[src/rtl/texture_loader.sv]
// rtl/texture_loader.sv - SPI-slave write port that fills the texture RAM via single-cycle write strobes
module texture_loader #(
    parameter int ADDR_BITS = 13,
    parameter int DATA_BITS = 8
) (
    input  logic                 clk,
    input  logic                 reset,
    input  logic                 spi_sclk,
    input  logic                 spi_mosi,
    input  logic                 spi_csb,
    output logic                 tex_we,
    output logic [ADDR_BITS-1:0] tex_addr,
    output logic [DATA_BITS-1:0] tex_wdata,
    output logic                 load_wrap,
    output logic                 busy
);

    typedef enum logic [2:0] {
        WAIT_CS,
        IDLE,
        CMD,
        ADDR_HI,
        ADDR_LO,
        DATA,
        IGNORE
    } state_t;

    localparam logic [7:0] CMD_SET_ADDR = 8'h01;
    localparam logic [7:0] CMD_WRITE    = 8'h02;

    state_t     state;
    logic       sclk_s1, sclk_s2, sclk_prev;
    logic       mosi_s1, mosi_s2;
    logic       csb_s1, csb_s2;
    logic [1:0] settle;
    logic [7:0] shift;
    logic [2:0] bit_cnt;
    logic       sclk_rise;
    logic       byte_done;
    logic [7:0] byte_next;

    assign sclk_rise = sclk_s2 & ~sclk_prev;
    assign byte_next = {shift[6:0], mosi_s2};
    assign byte_done = sclk_rise && (bit_cnt == 3'd7);
    assign busy      = (state != IDLE) && (state != WAIT_CS);

    // Two-flop synchronizers for the SPI pins plus the previous synced sclk for edge detection
    always_ff @(posedge clk or posedge reset) begin
        if (reset) begin
            sclk_s1   <= 1'b0;
            sclk_s2   <= 1'b0;
            sclk_prev <= 1'b0;
            mosi_s1   <= 1'b0;
            mosi_s2   <= 1'b0;
            csb_s1    <= 1'b1;
            csb_s2    <= 1'b1;
        end else begin
            sclk_s1   <= spi_sclk;
            sclk_s2   <= sclk_s1;
            sclk_prev <= sclk_s2;
            mosi_s1   <= spi_mosi;
            mosi_s2   <= mosi_s1;
            csb_s1    <= spi_csb;
            csb_s2    <= csb_s1;
        end
    end

    // The csb synchronizer resets to "deselected", so WAIT_CS must not trust csb_s2
    // until both stages have been refilled from the real pin; otherwise a reset in the
    // middle of a transaction would look like a fresh deselect and reopen the port.
    always_ff @(posedge clk or posedge reset) begin
        if (reset) begin
            settle <= 2'd0;
        end else if (settle != 2'd2) begin
            settle <= settle + 2'd1;
        end
    end

    // Command decoder, byte assembler and write-port driver
    always_ff @(posedge clk or posedge reset) begin
        if (reset) begin
            state     <= WAIT_CS;
            shift     <= 8'h00;
            bit_cnt   <= 3'd0;
            tex_we    <= 1'b0;
            tex_addr  <= '0;
            tex_wdata <= '0;
            load_wrap <= 1'b0;
        end else begin
            tex_we    <= 1'b0;
            load_wrap <= 1'b0;

            // The pointer advances the cycle after each write strobe
            if (tex_we) begin
                tex_addr <= tex_addr + 1'b1;
            end

            if (state == WAIT_CS) begin
                shift   <= 8'h00;
                bit_cnt <= 3'd0;
                if ((settle == 2'd2) && csb_s2) begin
                    state <= IDLE;
                end
            end else if (csb_s2) begin
                // Deselect abandons any partial byte; the pointer is kept
                state   <= IDLE;
                shift   <= 8'h00;
                bit_cnt <= 3'd0;
            end else begin
                if (state == IDLE) begin
                    state <= CMD;
                end

                if (sclk_rise) begin
                    shift   <= byte_next;
                    bit_cnt <= bit_cnt + 3'd1;
                end

                if (byte_done) begin
                    case (state)
                        IDLE, CMD: begin
                            if (byte_next == CMD_SET_ADDR) begin
                                state <= ADDR_HI;
                            end else if (byte_next == CMD_WRITE) begin
                                state <= DATA;
                            end else begin
                                state <= IGNORE;
                            end
                        end
                        ADDR_HI: begin
                            tex_addr <= {byte_next[ADDR_BITS-9:0], tex_addr[7:0]};
                            state    <= ADDR_LO;
                        end
                        ADDR_LO: begin
                            tex_addr <= {tex_addr[ADDR_BITS-1:8], byte_next};
                            state    <= DATA;
                        end
                        DATA: begin
                            tex_we    <= 1'b1;
                            tex_wdata <= DATA_BITS'(byte_next);
                            load_wrap <= &tex_addr;
                        end
                        default: begin
                        end
                    endcase
                end
            end
        end
    end

endmodule
[config.mk]
export PLATFORM = sky130hd
export DESIGN_NAME = texture_loader
export DESIGN_NICKNAME = d
export VERILOG_FILES = /design/src/rtl/texture_loader.sv
export SDC_FILE = /design/constraint.sdc
export NUM_CORES = 1
export LEC_CHECK = 0
export ABC_AREA = 1
export CAP_MARGIN = 20
export CORE_MARGIN = 4
export CORE_UTILIZATION = 45
export CTS_BUF_LIST = sky130_fd_sc_hd__clkbuf_4
export DETAILED_ROUTE_END_ITERATION = 7
export GPL_TIMING_DRIVEN = 0
export PLACE_DENSITY = 0.69
export SLEW_MARGIN = 15
export SYNTH_ARGS = -nofsm -noshare
export SYNTH_HDL_FRONTEND = slang
export SYNTH_SLANG_ARGS = --single-unit
[constraint.sdc]
create_clock -name clk -period 1.55 [get_ports clk]
set_clock_uncertainty 0.1 [all_clocks]
set_input_delay 0.2325 -clock clk [delete_from_list [all_inputs] [get_ports clk]]
set_output_delay 0.2325 -clock clk [all_outputs]
set_load 0.05 [all_outputs]
After elaboration in Yosys (flattened, before gate mapping)
Cells that the tools add are included.
Cells by class
  equality and inequality tests: 14
  multiply operators: 0
  bitwise gates (word level): 4
  div/mod/pow operators: 0
  mux-type cells: 27
  reductions and logical operators: 9
  $add $sub $neg: 3
  shift-type cells: 0
  magnitude comparators: 0
Operators by type and width (number)
  $mux W13: 4
  $mux W3: 9
  $pmux W13 S2: 1
  $mux W7: 3
  $add A13 B1 Y13 const B: 1
  $reduce_and A13 Y1: 1
  $eq A3 B3 Y1 const B: 3
  $pmux W3 S3: 1
  $eq A8 B1 Y1 const B: 1
  $eq A8 B2 Y1 const B: 1
  $mux W1: 8
  $ne A4 B4 Y1 const B: 2
  $eq A3 B2 Y1 const B: 2
  $reduce_bool A3 Y1: 2
  $reduce_and A4 Y1: 1
  $add A3 B1 Y3 const B: 1
  $eq A3 B1 Y1 const B: 1
  $logic_and A1 B1 Y1: 3
  $logic_not A3 Y1: 1
  $ne A3 B1 Y1 const B: 1
  $not A1 Y1: 3
  $add A2 B1 Y2 const B: 1
  $eq A2 B2 Y1 const B: 1
  $mux W2: 1
  4 further kinds: 4
Storage, ports and cells
  memories: 0
  bits in read-only memories: 0
  RAM bits: 0
  bits of input ports: 5
  register bits: 45
  logic and storage cells: 73
  latch bits: 0
  output and inout bits: 24

Depth between registers and ports, before layout
Gate-level depths: netlist (run 1).
  depth in word-level cells: 7
  gate-level depth with buffers: 9
  gate-level depth less buffers: 9

Worst setup path after synthesis (run 1)
Ideal clock, no wire load.
  path kind: reg2reg
  start point: register tex_addr[1]
  end point: register tex_addr[12]
  library setup time: 78 ps
  path buffers: 0
  data required time: 1372 ps
  setup slack: -289 ps
  arrival: 1661 ps
  stages on the path, launching flop included: 8
  clock period less this slack: 1839 ps
  cell sequence: dfrtp_1 ha_1 nand3_1 nor2_1 nand2_1 o21ai_0 nand3_1 a21oi_1
On the way
  word-level cells in the longest chain between the ends: 6
Ends and longest elaborated chain
  from (decl): RTL line 12  | output logic [ADDR_BITS-1:0] tex_addr,
  from (signal assigned): RTL line 95  | tex_addr <= tex_addr + 1'b1;
  from (signal assigned): RTL line 131  | tex_addr <= {byte_next[ADDR_BITS-9:0], tex_addr[7:0]};
  from (signal assigned): RTL line 135  | tex_addr <= {tex_addr[ADDR_BITS-1:8], byte_next};
  $add A13 B1 Y13 (*): RTL line 95
  $mux W13 (*): RTL line 94  | if (tex_we) begin
  $pmux W13 S2: RTL line 120  | case (state)
  $mux W13: RTL line 119  | if (byte_done) begin
  $mux W13: RTL line 104  | end else if (csb_s2) begin
  $mux W13 (*): RTL line 98  | if (state == WAIT_CS) begin
Mark *: on every way between the ends. The rest lies on a longest branch, timed or not.
A chain may end at the register's enable or synchronous reset.

Worst setup path in the final report (run 1)
  start point: register bit_cnt[0]
  end point: register tex_wdata[0]
On the way
  word-level cells in the longest chain between the ends: 3
Ends and longest elaborated chain
  from (decl): RTL line 37  | logic [2:0] bit_cnt;
  from (signal assigned): RTL line 116  | bit_cnt <= bit_cnt + 3'd1;
  $eq A3 B3 Y1: RTL line 44  | assign byte_done = sclk_rise && (bit_cnt == 3'd7);
  $logic_and A1 B1 Y1: RTL line 44
  $reduce_and A4 Y1 (no source line)
  to (signal assigned): RTL line 140  | tex_wdata <= DATA_BITS'(byte_next);
  to (decl): RTL line 13  | output logic [DATA_BITS-1:0] tex_wdata,
No other way between the ends.

==> results of run 1 <==
stage by stage:
stage               power (W)  hold WS, ns
finish                0.00272        0.114
global route          0.00289        0.144
CTS                   0.00256        0.121
detailed placement    0.00183        0.237
global placement      0.00180        0.233
floorplan             0.00169        0.137
layout make-up:
| cell class | count | area, µm² | area share [%] |
|---|---|---|---|
| multi-input cells | 205 | 1360 | 40.9 |
| flip-flops and latches | 45 | 1140 | 34.5 |
| repair buffers | 55 | 482 | 14.5 |
| inverters | 36 | 140 | 4.23 |
| well taps | 70 | 87.6 | 2.64 |
| clock buffers | 8 | 60.1 | 1.81 |
| plain buffers | 4 | 47.5 | 1.43 |
synth_stat cells (2+ instances only):
cell type / instances / share of area (%)
dfrtp_1: 43 / 45
xor2_1: 5 / 1.8
o211ai_1: 3 / 0.95
nand2_1: 66 / 10
nor3_1: 2 / 0.42
nand2_2: 3 / 0.79
buf_6: 3 / 1.4
ha_1: 4 / 2.1
nor2_1: 38 / 6.0
nand2_4: 5 / 2.4
a21oi_1: 18 / 3.8
inv_1: 33 / 5.2
dfstp_2: 2 / 2.2
nor2_4: 3 / 1.4
nand4_1: 6 / 1.6
o21ai_1: 6 / 1.3
nand3_1: 14 / 3.0
inv_2: 2 / 0.32
o21bai_1: 2 / 0.63
o21ai_0: 19 / 4.0
worst register-to-register path: stages (launching register included):
cell and delay [ns]:
dfrtp_1 0.42, ha_4 0.16, ha_4 0.14, nand2_4 0.07
nor2_8 0.20, nand4_4 0.19, buf_6 0.20, nand2_2 0.06
o21ai_2 0.05
layer usage:
metal	share of wire [%]	global-route usage, %	wire, µm	vias up
li1	-	-	-	1067
met3	4.6	4.48	279	13
met5	0	0	0	-
met4	1.6	6.76	99	0
met1	41	25.0	2520	1057
met2	52	34.4	3190	57
repair_timing:
action                     in CTS  in global routing
setup endpoints to repair      52                 43
pin swaps                      21                 13
setup buffers                  17                  6
cloned                          4                  0
hold endpoints to repair        0                  0
gates resized for setup       135                 64
hold buffers                    0                  0
path summary, 6_finish.rpt:
kind                            slack [ns]  cells after the start        from           end
worst max-delay path                 -0.12                      8  bit_cnt[0]  tex_wdata[0]
min in group clk                      0.18                      1     spi_csb        csb_s1
worst min-delay path                  0.11                      2       reset  tex_wdata[6]
max in group asynchronous             0.66                      3       reset        csb_s2
worst max register to register       -0.12                      8  bit_cnt[0]  tex_wdata[0]
worst min register to register        0.26                      0     sclk_s1       sclk_s2
sequential cells by signal, summed over array words and instances (netlist names), 2 cells and up:
name / flops
settle: 2
shift: 7
state: 3
bit_cnt: 3
tex_wdata: 8
tex_addr: 13
cells in the final DEF, fill, tap and decap left out, types with 2 or more instances in the layout:
cell type        count
a21oi_1              9
a21oi_2              9
buf_2               12
buf_4               15
buf_6               15
clkbuf_2             2
clkbuf_4             9
clkdlybuf4s15_2      7
clkdlybuf4s50_1      4
dfrtp_1             32
dfrtp_2             11
dfstp_2              2
ha_4                 3
inv_1               27
inv_2                8
nand2_1             51
nand2_2             12
nand2_4             10
nand2_8              2
nand3_1             10
nand3_2              4
nand4_1              6
nor2_1              28
nor2_2               5
nor2_4               9
nor3_1               2
o211ai_1             3
o21ai_0             12
o21ai_1              3
o21ai_2             10
o21bai_1             2
xor2_1               5
power breakdown:
group,internal [W],switching [W]
registers,0.00122,0.0000512
logic,0.000351,0.000509
clock network,0.000234,0.000355
kinds of logic after synthesis:
| group | count (synthesis) | synth area share, % |
|---|---|---|
| AO/OA/AOI/OAI | 52 | 12.0 |
| AND/OR/NAND/NOR | 141 | 28.3 |
| flip-flops | 45 | 47.6 |
| buffers and inverters | 40 | 7.33 |
| XOR/XNOR | 6 | 2.22 |
| adder cells (fa/ha/maj) | 4 | 2.11 |
| multiplexers | 1 | 0.422 |
==> results.yml, run 1 <==
outcome:
  status: "complete, but fails checks"
  violations: "negative setup slack"
clock_network:
  root_buffer: "clkbuf_4"
  htreeDepth: 2
  cts_tree: "built"
  numCtsBuffers: 5
  cts_buffer_depth: 2
  clk_latency_ns: 0.36
  clk_pin_slew_ns: 0.13
  cts.sinks: 45
die:
  row_count: 26
  die_y_um: 80.6
  coreArea_mm2: 0.00511
  io_pins: 29
  fp.dieW_um: 80.6
  start_util_pct: 46.4
  die_area_mm2: 0.00649
yosys:
  synthFlopType: "dfrtp_1"
  syn_inst: 289
  syn-num-nets: 298
  async_flop_share_pct: 100
  synth-edff-count: 0
  synth_area_mm2: 0.00237
  yosysSeqAreaShare_pct: 47.6
  syn_area_per_cell_um2: 8.20
  ys_seq_elements: 45
  synthDistinctLibCells: 32
  ys_warn_count: 0
sta:
  worst-slew-pin-transition_ns: 0.516
  finalMaxSlewViolations: 0
  finalHoldViolCount: 0
  final.period_utilization_pct: 108
  setup_slack_ns: -0.120
  fin_tns_setup_ns: -1.67
  max_slew_margin_pct: 65.5
  setup_violations: 24
  fmax_mhz: 599
  rsz0062_at_grt: "yes"
  finalCriticalPeriod_ns: 1.67
detailed_routing:
  via_per_inst: 5.19
  vias: 2194
  routedWlPerCell_um: 14.4
  drt_first_pass_iters: 5
  drt-initial-drc-count: 101
  totalWireLength_mm: 6.08
  drcViolationCount: 0
  ant_nets: 0
layout:
  fin_cells: 423
  drive_gt1_share_pct: 43.1
  n_fill_cell: 431
  areaGrowthSynthToFinish_pct: 39.8
  fin_util_pct: 64.9
  final_nets: 361
  design_area_mm2: 0.00332
  diodes: 0
global_routing:
  antenna_found_initial: 0
  grt_pass1_wl_mm: 10.0
  grt_pass1_vias: 2135
  grtUsageTotal_pct: 20.1
  grt_start_max_net_pins: 25
  overflow: 0
flow_run:
  drv_cap: 0
critical_path:
  cp_num_buf_inv: 1
  crit_chain: "ha_4 > ha_4 > nand2_4 > nor2_8 > nand4_4 > buf_6 > nand2_2 > o21ai_2"
  crit_required_ns: 1.70
  path_class: "flop to flop"
  slowest_delay_ns: 0.42
  worst_setup_path_end_kind: "flop"
  crit_fanout: 6
  crit_family: "simple AND/OR/NAND/NOR gates"
  crit_arrival_ns: 1.82
  crit_top_cell: "ha_4"
  cp-start-kind: "flop"
  critPathSlowestCell: "dfrtp_1"
pwr:
  p_per_area_mw_per_mm2: 821
  p_leak_nw: 1.59
  vdd_ir_drop_max_v: 0.00129
placed_design:
  pre_cts_ws_ns: -0.525
  placedCellCount: 388
  place_area_mm2: 0.00281
  place_congestion: 0.925
  port_buffers: 28
  hpwl_mm: 3.89
worst_hold_path:
  hp-class: "primary input to asynchronous set/reset pin"
(Power assumes the default switching activity.)
==> run 2, diff against run 1 <==
PLACE_DENSITY = 0.67   (was 0.69)
clock period = 1.8 ns   (was 1.55 ns; I/O delays follow)
==> results.yml, run 2 (synthesis results as in run 1) <==
clock_network:
  root_buffer: "clkbuf_4"
  clk_latency_ns: 0.36
  htreeDepth: 2
  cts_tree: "built"
  ctsHoldBuffers: 0
  clk_pin_slew_ns: 0.13
  numCtsBuffers: 5
  cts_buffer_depth: 2
  cts.sinks: 45
pwr:
  totalPowerFinal_w: 0.00209
  p_leak_nw: 1.49
  vdd_ir_drop_max_v: 0.000616
  p_per_area_mw_per_mm2: 732
global_routing:
  grt_pass1_wl_mm: 8.90
  overflow: 0
  grt_start_max_net_pins: 24
  grt_pass1_vias: 1912
  grtUsageTotal_pct: 17.9
  antenna_found_initial: 0
placed_design:
  hpwl_mm: 4.00
  placedCellCount: 388
  place_area_mm2: 0.00277
  place_congestion: 0.831
  port_buffers: 28
layout:
  n_fill_cell: 506
  final_cell_mix: "nand2_1 (66), dfrtp_1 (39), nor2_1 (37)"
  areaGrowthSynthToFinish_pct: 20.3
  top_register: "tex_addr"
  fin_cells: 401
  final_nets: 339
  design_area_mm2: 0.00285
  largest_reg_flops: 13
  diodes: 0
  multiInputGateArea_mm2: 0.00109
  final_common_cell: "nand2_1"
  largestRegisters: "tex_addr: 13 flops, tex_wdata: 8 flops, shift: 7 flops"
  drive_gt1_share_pct: 15.4
  ff_latch_area_mm2: 0.00113
sta:
  final.period_utilization_pct: 97.3
  finalHoldViolCount: 0
  fmax_mhz: 571
  max_slew_margin_pct: 64.3
  worst-slew-pin-transition_ns: 0.535
  setup_violations: 0
  finalMaxSlewViolations: 0
  fin_tns_setup_ns: 0
  finalCriticalPeriod_ns: 1.75
  rsz0062_at_grt: "yes"
critical_path:
  crit_arrival_ns: 1.38
  slowest_delay_ns: 0.56
  worst_setup_path_end_kind: "output port"
  r2r_slack_ns: 0.09
  cp.depth: 1
  cp-endpoint: "tex_addr[6]"
  crit_required_ns: 1.43
  cp_num_buf_inv: 1
  r2r-end: "tex_addr[7]"
  path_class: "flop to output port"
  regToRegStartpoint: "bit_cnt[0]"
  critPathSlowestCell: "dlygate4sd2_1"
  reg2reg_depth: 8
  startpoint: "tex_addr[6]"
  cp-start-kind: "flop"
  crit_chain: "dlygate4sd2_1"
  crit_fanout: 5
  crit_family: "buffers and inverters"
detailed_routing:
  routedWlPerCell_um: 13.2
  drcViolationCount: 0
  drt-initial-drc-count: 127
  totalWireLength_mm: 5.30
  vias: 2001
  ant_nets: 0
  via_per_inst: 4.99
  drt_first_pass_iters: 4
die:
  row_count: 26
  die_area_mm2: 0.00649
  start_util_pct: 46.4
  fp.dieW_um: 80.6
  io_pins: 29
  die_y_um: 80.6
  coreArea_mm2: 0.00511
outcome:
  status: "completed"
worst_hold_path:
  hp-class: "primary input to asynchronous set/reset pin"
flow_run:
  drv_cap: 0
[run 2: cell count changes in the layout (fill, tap and decap cells not counted), sizes merged]
cell	previous run	this run
clkinv	1	2
clkbuf	12	11
clkdlybuf4s15	7	3
nand2	75	74
clkdlybuf4s18	1	0
dlygate4sd2	0	16
buf	43	11
[run 2: layout make-up]
type	count	share of cell area, %
clock inverters	1	0.132
clock buffers	7	1.84
inverters	36	4.74
plain buffers	4	1.45
well taps	70	3.07
multi-input cells	204	38.3
flip-flops and latches	45	39.8
repair buffers	34	10.8
[run 2: power by group]
group	total [W]	switching (W)	internal, W
sequential	0.00111	0.0000578	0.00105
clock	0.000488	0.000307	0.000181
combinational	0.000490	0.000318	0.000171
total	0.00209	0.000683	0.00140
[run 2: per-stage QoR]
step	setup slack (ns)	hold WS, ns	util, %
floorplan	0.120	0.174	-
detailed placement	-0.290	0.239	54.2
global route	-0.0419	0.177	55.8
global placement	-0.693	0.233	53.7
finish	0.0485	0.153	55.8
CTS	-0.000301	0.167	54.9
[run 2: timing repair]
| item | in CTS | in global routing |
|---|---|---|
| resized for setup | 35 | 18 |
| pin swaps | 1 | 3 |
| endpoints found under the hold margin | 0 | 0 |
| endpoints found under the setup margin | 25 | 13 |
| buffers inserted | 0 | 5 |
[run 2: worst min-delay path by stage]
| stage | slack (ns) | end | from | depth (start not counted) |
|---|---|---|---|---|
| 3_3_place_gp | 0.23 | sclk_s2 | sclk_s1 | 0 |
| 3_5_place_dp | 0.24 | sclk_s2 | sclk_s1 | 0 |
| 5_1_grt | 0.18 | tex_addr[10] | reset | 2 |
| 6_report | 0.15 | tex_addr[3] | reset | 2 |
| 4_1_cts | 0.17 | tex_addr[10] | reset | 2 |
| 2_1_floorplan | 0.17 | csb_s1 | spi_csb | 0 |
[run 2: routing by layer]
layer | track usage (%) | vias to the layer above | wire length, µm
met5 | 0 | - | 0
met4 | 5.07 | 0 | 63
met3 | 4.04 | 7 | 262
met2 | 30.2 | 44 | 2560
met1 | 22.8 | 930 | 2410
li1 | - | 1020 | -
==> patch 1: new RTL, settings of run 2 <==
`ADDR_BITS`: 13 -> 12.
--- a/src/rtl/texture_loader.sv
+++ b/src/rtl/texture_loader.sv
@@ -1,6 +1,6 @@
 // rtl/texture_loader.sv - SPI-slave write port that fills the texture RAM via single-cycle write strobes
 module texture_loader #(
-    parameter int ADDR_BITS = 13,
+    parameter int ADDR_BITS = 12,
     parameter int DATA_BITS = 8
 ) (
     input  logic                 clk,
Ports: changed (resized tex_addr); port bits go from 29 to 28. No check against the original RTL was run, so the function may have changed too.
==> patch 1 against run 2 <==
Final area down 2.6%; via count down 0.70%; wire length fell by 1.8%; register-to-register slack better by 60 ps; maximum frequency down 1.0%; combinational power decreased by 6.9%; power down 3.9%; core utilization increased by 1.4 points; setup slack lost 18 ps; area after synthesis down 3.1%; first-iteration DRC count is 27% lower; sequential cell count fell by 1; hold slack worse by 44 ps; largest cell class unchanged.
==> patch 1: results (changes against run 2) <==
* Port bufs at 27 (-3.6%)
* Wire length on met1 at 2360 um (-1.9%)
* Status: finished, final reports clean
* Met3 layer wire length in the routed design at 250 um (-4.6%)
* Post-DP HPWL at 3670 um (-8.3%)
* Top cells by count, synth: nand2_1 (75), dfrtp_1 (42), inv_1 (42)
* Global router's overall resource usage at 0.178 (-0.00128)
* Number of global-route vias before repair at 1886 (-1.4%)
* Met1 usage in global routing at 0.234 (+0.00534)
* Category of cells accounting for the largest share of critical-path delay: flip-flops
* Post-CTS setup buffers at 2 (+2)
* Routed wire per std cell at 13.2 um (-0.28%)
* Fraction of final layout cells with drive strength greater than 1 at 0.174 (+0.0197)
* Weighted congestion at the end of routability-driven global placement at 0.891 (+7.3%)
* First-pass GRT wire length at 8870 um (-0.39%)
* Fillers at 459 (-9.3%)
* Largest cells by area after synthesis: dfrtp_1 (46%), nand2_1 (12%), inv_1 (6.9%), a21oi_1 (5.0%), nand3_1 (3.9%)
* DP Worst Slack at -230 ps (+59.6 ps)
* Pin count of the biggest net entering global routing at 27 (+13%)
* Placed standard-cell area at 0.00267 sq mm (-3.5%)
* Multi-input gate area in the final layout at 0.00104 sq mm (-4.8%)
* Global routing usage on met3 at 0.0372 (-0.00311)
* Global routing usage on met2 at 0.292 (-0.0100)
* Actual transition at the worst max-transition pin at 496 ps (-39.1 ps)
* Regs by FF count: tex_addr: 12 flops, tex_wdata: 8 flops, shift: 7 flops
* Part of the Yosys area used for sequential elements at 0.480 (+0.00414)
* Slowest stage delay, CP at 470 ps (-90 ps)
* Avg Vias per Cell at 5.03 (+0.81%)
* Met2 Routed Length at 2500 um (-2.4%)
* Post-cts sizing count at 29 (-17%)
* Slowest cell on crit path: dfrtp_2
* First-iteration detailed-routing DRC count at 93 (-27%)
## patch 1: worst paths after layout
kind | endpoint | start | slack, ps | depth (start not counted)
setup reg to reg | tex_addr[5]$_DFFE_PP0P_ | bit_cnt[0]$_DFFE_PP0P_ | 150 | 8
hold / removal | sclk_prev$_DFF_PP0_ | reset | 110 | 2
setup / recovery | busy | state[0]$_DFFE_PP0P_ | 30 | 5
hold reg to reg | csb_s2$_DFF_PP1_ | csb_s1$_DFF_PP1_ | 260 | 0
min in group clk | csb_s1$_DFF_PP1_ | spi_csb | 220 | 1
max in group asynchronous | tex_addr[11]$_DFFE_PP0P_ | reset | 1010 | 3
## patch 1: final cells by class
class	count	share of cell area
buffer	4	0.0113
clock buffer	5	0.0135
clock inverter	2	0.00451
inverter	43	0.0581
multi-input combinational	194	0.374
sequential	44	0.399
tap	67	0.0302
timing repair buffer	36	0.110
## patch 1: report_power, final
part	internal (mW)	leakage [nW]	total, mW	switching (mW)
logic	0.145	0.853	0.456	0.311
registers	1.03	0.583	1.08	0.0515
clock network	0.143	0.0271	0.468	0.326
## patch 1: logic make-up (layout without fill, tap and decap cells)
family | count (synthesis) | count (layout) | synth area share
XOR/XNOR | 5 | 5 | 0.0191
flip-flops | 44 | 44 | 0.480
adder cells (fa/ha/maj) | 4 | 4 | 0.0218
buffers and inverters | 47 | 90 | 0.0838
AND/OR/NAND/NOR | 136 | 137 | 0.272
AO/OA/AOI/OAI | 48 | 48 | 0.123
## patch 1: stage by stage
| step | hold WS, ps | power, mW | instances |
|---|---|---|---|
| global placement | 234 | 1.48 | 378 |
| detailed placement | 240 | 1.49 | 379 |
| finish | 109 | 2.01 | 395 |
| floorplan | 174 | 1.37 | 284 |
| global route | 114 | 2.12 | 395 |
| CTS | 105 | 1.97 | 388 |
==> patch 2: new RTL, flow settings as in run 2 <==
Without the edit above. Register the inputs `spi_mosi` and `spi_csb` before use, without a reset. The logic sees them one clock later.
--- a/src/rtl/texture_loader.sv
+++ b/src/rtl/texture_loader.sv
@@ -27,6 +27,14 @@
 
     localparam logic [7:0] CMD_SET_ADDR = 8'h01;
     localparam logic [7:0] CMD_WRITE    = 8'h02;
+
+    logic spi_mosi_q;
+    logic spi_csb_q;
+
+    always_ff @(posedge clk) begin
+        spi_mosi_q <= spi_mosi;
+        spi_csb_q  <= spi_csb;
+    end
 
     state_t     state;
     logic       sclk_s1, sclk_s2, sclk_prev;
@@ -58,9 +66,9 @@
             sclk_s1   <= spi_sclk;
             sclk_s2   <= sclk_s1;
             sclk_prev <= sclk_s2;
-            mosi_s1   <= spi_mosi;
+            mosi_s1   <= spi_mosi_q;
             mosi_s2   <= mosi_s1;
-            csb_s1    <= spi_csb;
+            csb_s1    <= spi_csb_q;
             csb_s2    <= csb_s1;
         end
     end
Function: changed (Yosys sat finds a counterexample within 10 cycles, from zero or initial values and one cycle with reset high).
==> patch 2 against run 2 <==
Sequential cell count grew 2; sequential share of layout area grew 0.77 points; wire length shrank 2.1%; power grew 2.2%; sequential power grew 5%; final area grew 1.7%; global-route usage is essentially flat; highest routed layer unchanged; die area grew 0.81%; setup slack gained 11 ps; clock power grew 5.5%; area after synthesis grew 0.90%; core utilization grew 0.57 points.
==> patch 2: results (changes against run 2) <==
* Part of the Yosys area used for sequential elements at 0.488 (+0.0125)
* Min setup slack post-route at 59.8 ps (+11.3 ps)
* Slowest cell on crit path: clkdlybuf4s15_1
* Top cells by count, synth: nand2_1 (74), dfrtp_1 (43), inv_1 (34)
* Post-DP HPWL at 3880 um (-3.0%)
* Global routing usage on met3 at 0.0388 (-0.00156)
* Leakage power at 1.47 nW (-0.90%)
* Setup crit end: tex_addr[8]
* Placed cell count at 382 (-1.5%)
* DP Worst Slack at -240 ps (+49.5 ps)
* IR drop worst, VDD at 0.000476 V (-23%)
* Pin count of the biggest net entering global routing at 30 (+25%)
* Met1 usage in global routing at 0.218 (-0.0101)
* Synthesized instance count at 283 (-2.1%)
* Number of antenna violations at the first check in global routing at 0 (unchanged)
* Reg-to-reg critical path startpoint: tex_addr[1]$_DFFE_PP0P_
* Internal reg-to-reg setup slack at 140 ps (+50 ps)
* Pwr Total at 2.13 mW (+2.2%)
* Met2 Routed Length at 2650 um (+3.4%)
* Switching share of power at 0.334 (+0.00673)
* Slowest stage delay, CP at 530 ps (-30 ps)
* Post-route worst hold slack at 74.9 ps (-78.5 ps)
* Avg Vias per Cell at 5.09 (+2.0%)
* First-iteration detailed-routing DRC count at 122 (-3.9%)
* Met3 layer wire length in the routed design at 237 um (-9.5%)
* Critical path origin: tex_addr[8]$_DFFE_PP0P_
* Global router's overall resource usage at 0.179 (about the same)
* Capture point of the worst reg-to-reg path: tex_addr[12]$_DFFE_PP0P_
* Cell Count, Final, Fillers Out at 393 (-2.0%)
* Layout Nets at 331 (-2.4%)
* First-pass GRT wire length at 9090 um (+2.1%)
* Routed wire per std cell at 13.2 um (-0.12%)
* Wire length on met1 at 2230 um (-7.5%)
* Comb pwr share at 0.215 (-0.020)
* Global routing usage on met2 at 0.313 (+0.0107)
* Worst-path fanout max at 6 (+1)
* Number of nets produced by synthesis at 292 (-2.0%)
* Weighted congestion at the end of routability-driven global placement at 0.904 (+8.9%)
* Most used DFF post-synth: dfrtp_1
* Fraction of power consumed by sequential logic at 0.544 (+0.012)
* Worst slew margin relative to its limit at 0.670 (+0.0271)
* Async set or reset register ratio after synthesis at 0.957 (-0.0426)
* Fraction of final layout cells with drive strength greater than 1 at 0.201 (+0.0472)
* Category of cells accounting for the largest share of critical-path delay: buffers and inverters
* Number of distinct library cells after synthesis at 33 (+3.1%)
* Number of global-route vias before repair at 2004 (+4.8%)
* Largest cells by area after synthesis: dfrtp_1 (45%), nand2_1 (12%), inv_1 (5.3%), a21oi_1 (4.4%), nor2_1 (4.4%)
* Status: finished, final reports clean
-- patch 2: layout make-up --
type                            count  area [sq um]
Sequential cell                    47          1170
Multi-Input combinational cell    195          1100
Timing Repair Buffer               32           290
Buffer                              5          45.0
Clock inverter                      3          22.5
Clock buffer                        5          37.5
Fill cell                         519          2240
Inverter                           36           138
Tap cell                           70          87.6
-- patch 2: cells by family (layout without fill, tap and decap cells) --
| group | Yosys count | count (layout) | share of synthesized area |
|---|---|---|---|
| AOI/OAI and AO/OA | 45 | 45 | 0.118 |
| xor gates and xnor gates | 5 | 5 | 0.0183 |
| adders and majority gates | 4 | 4 | 0.0209 |
| buffers and inverters | 41 | 81 | 0.0753 |
| DFF | 47 | 47 | 0.488 |
| and+or+nand+nor | 141 | 141 | 0.279 |
-- patch 2: what timing repair did --
action	4_1_cts	5_1_grt
gates resized for setup	31	29
pin swaps	1	3
buffers inserted	2	1
gates cloned	0	0
endpoints found under the setup margin	28	16
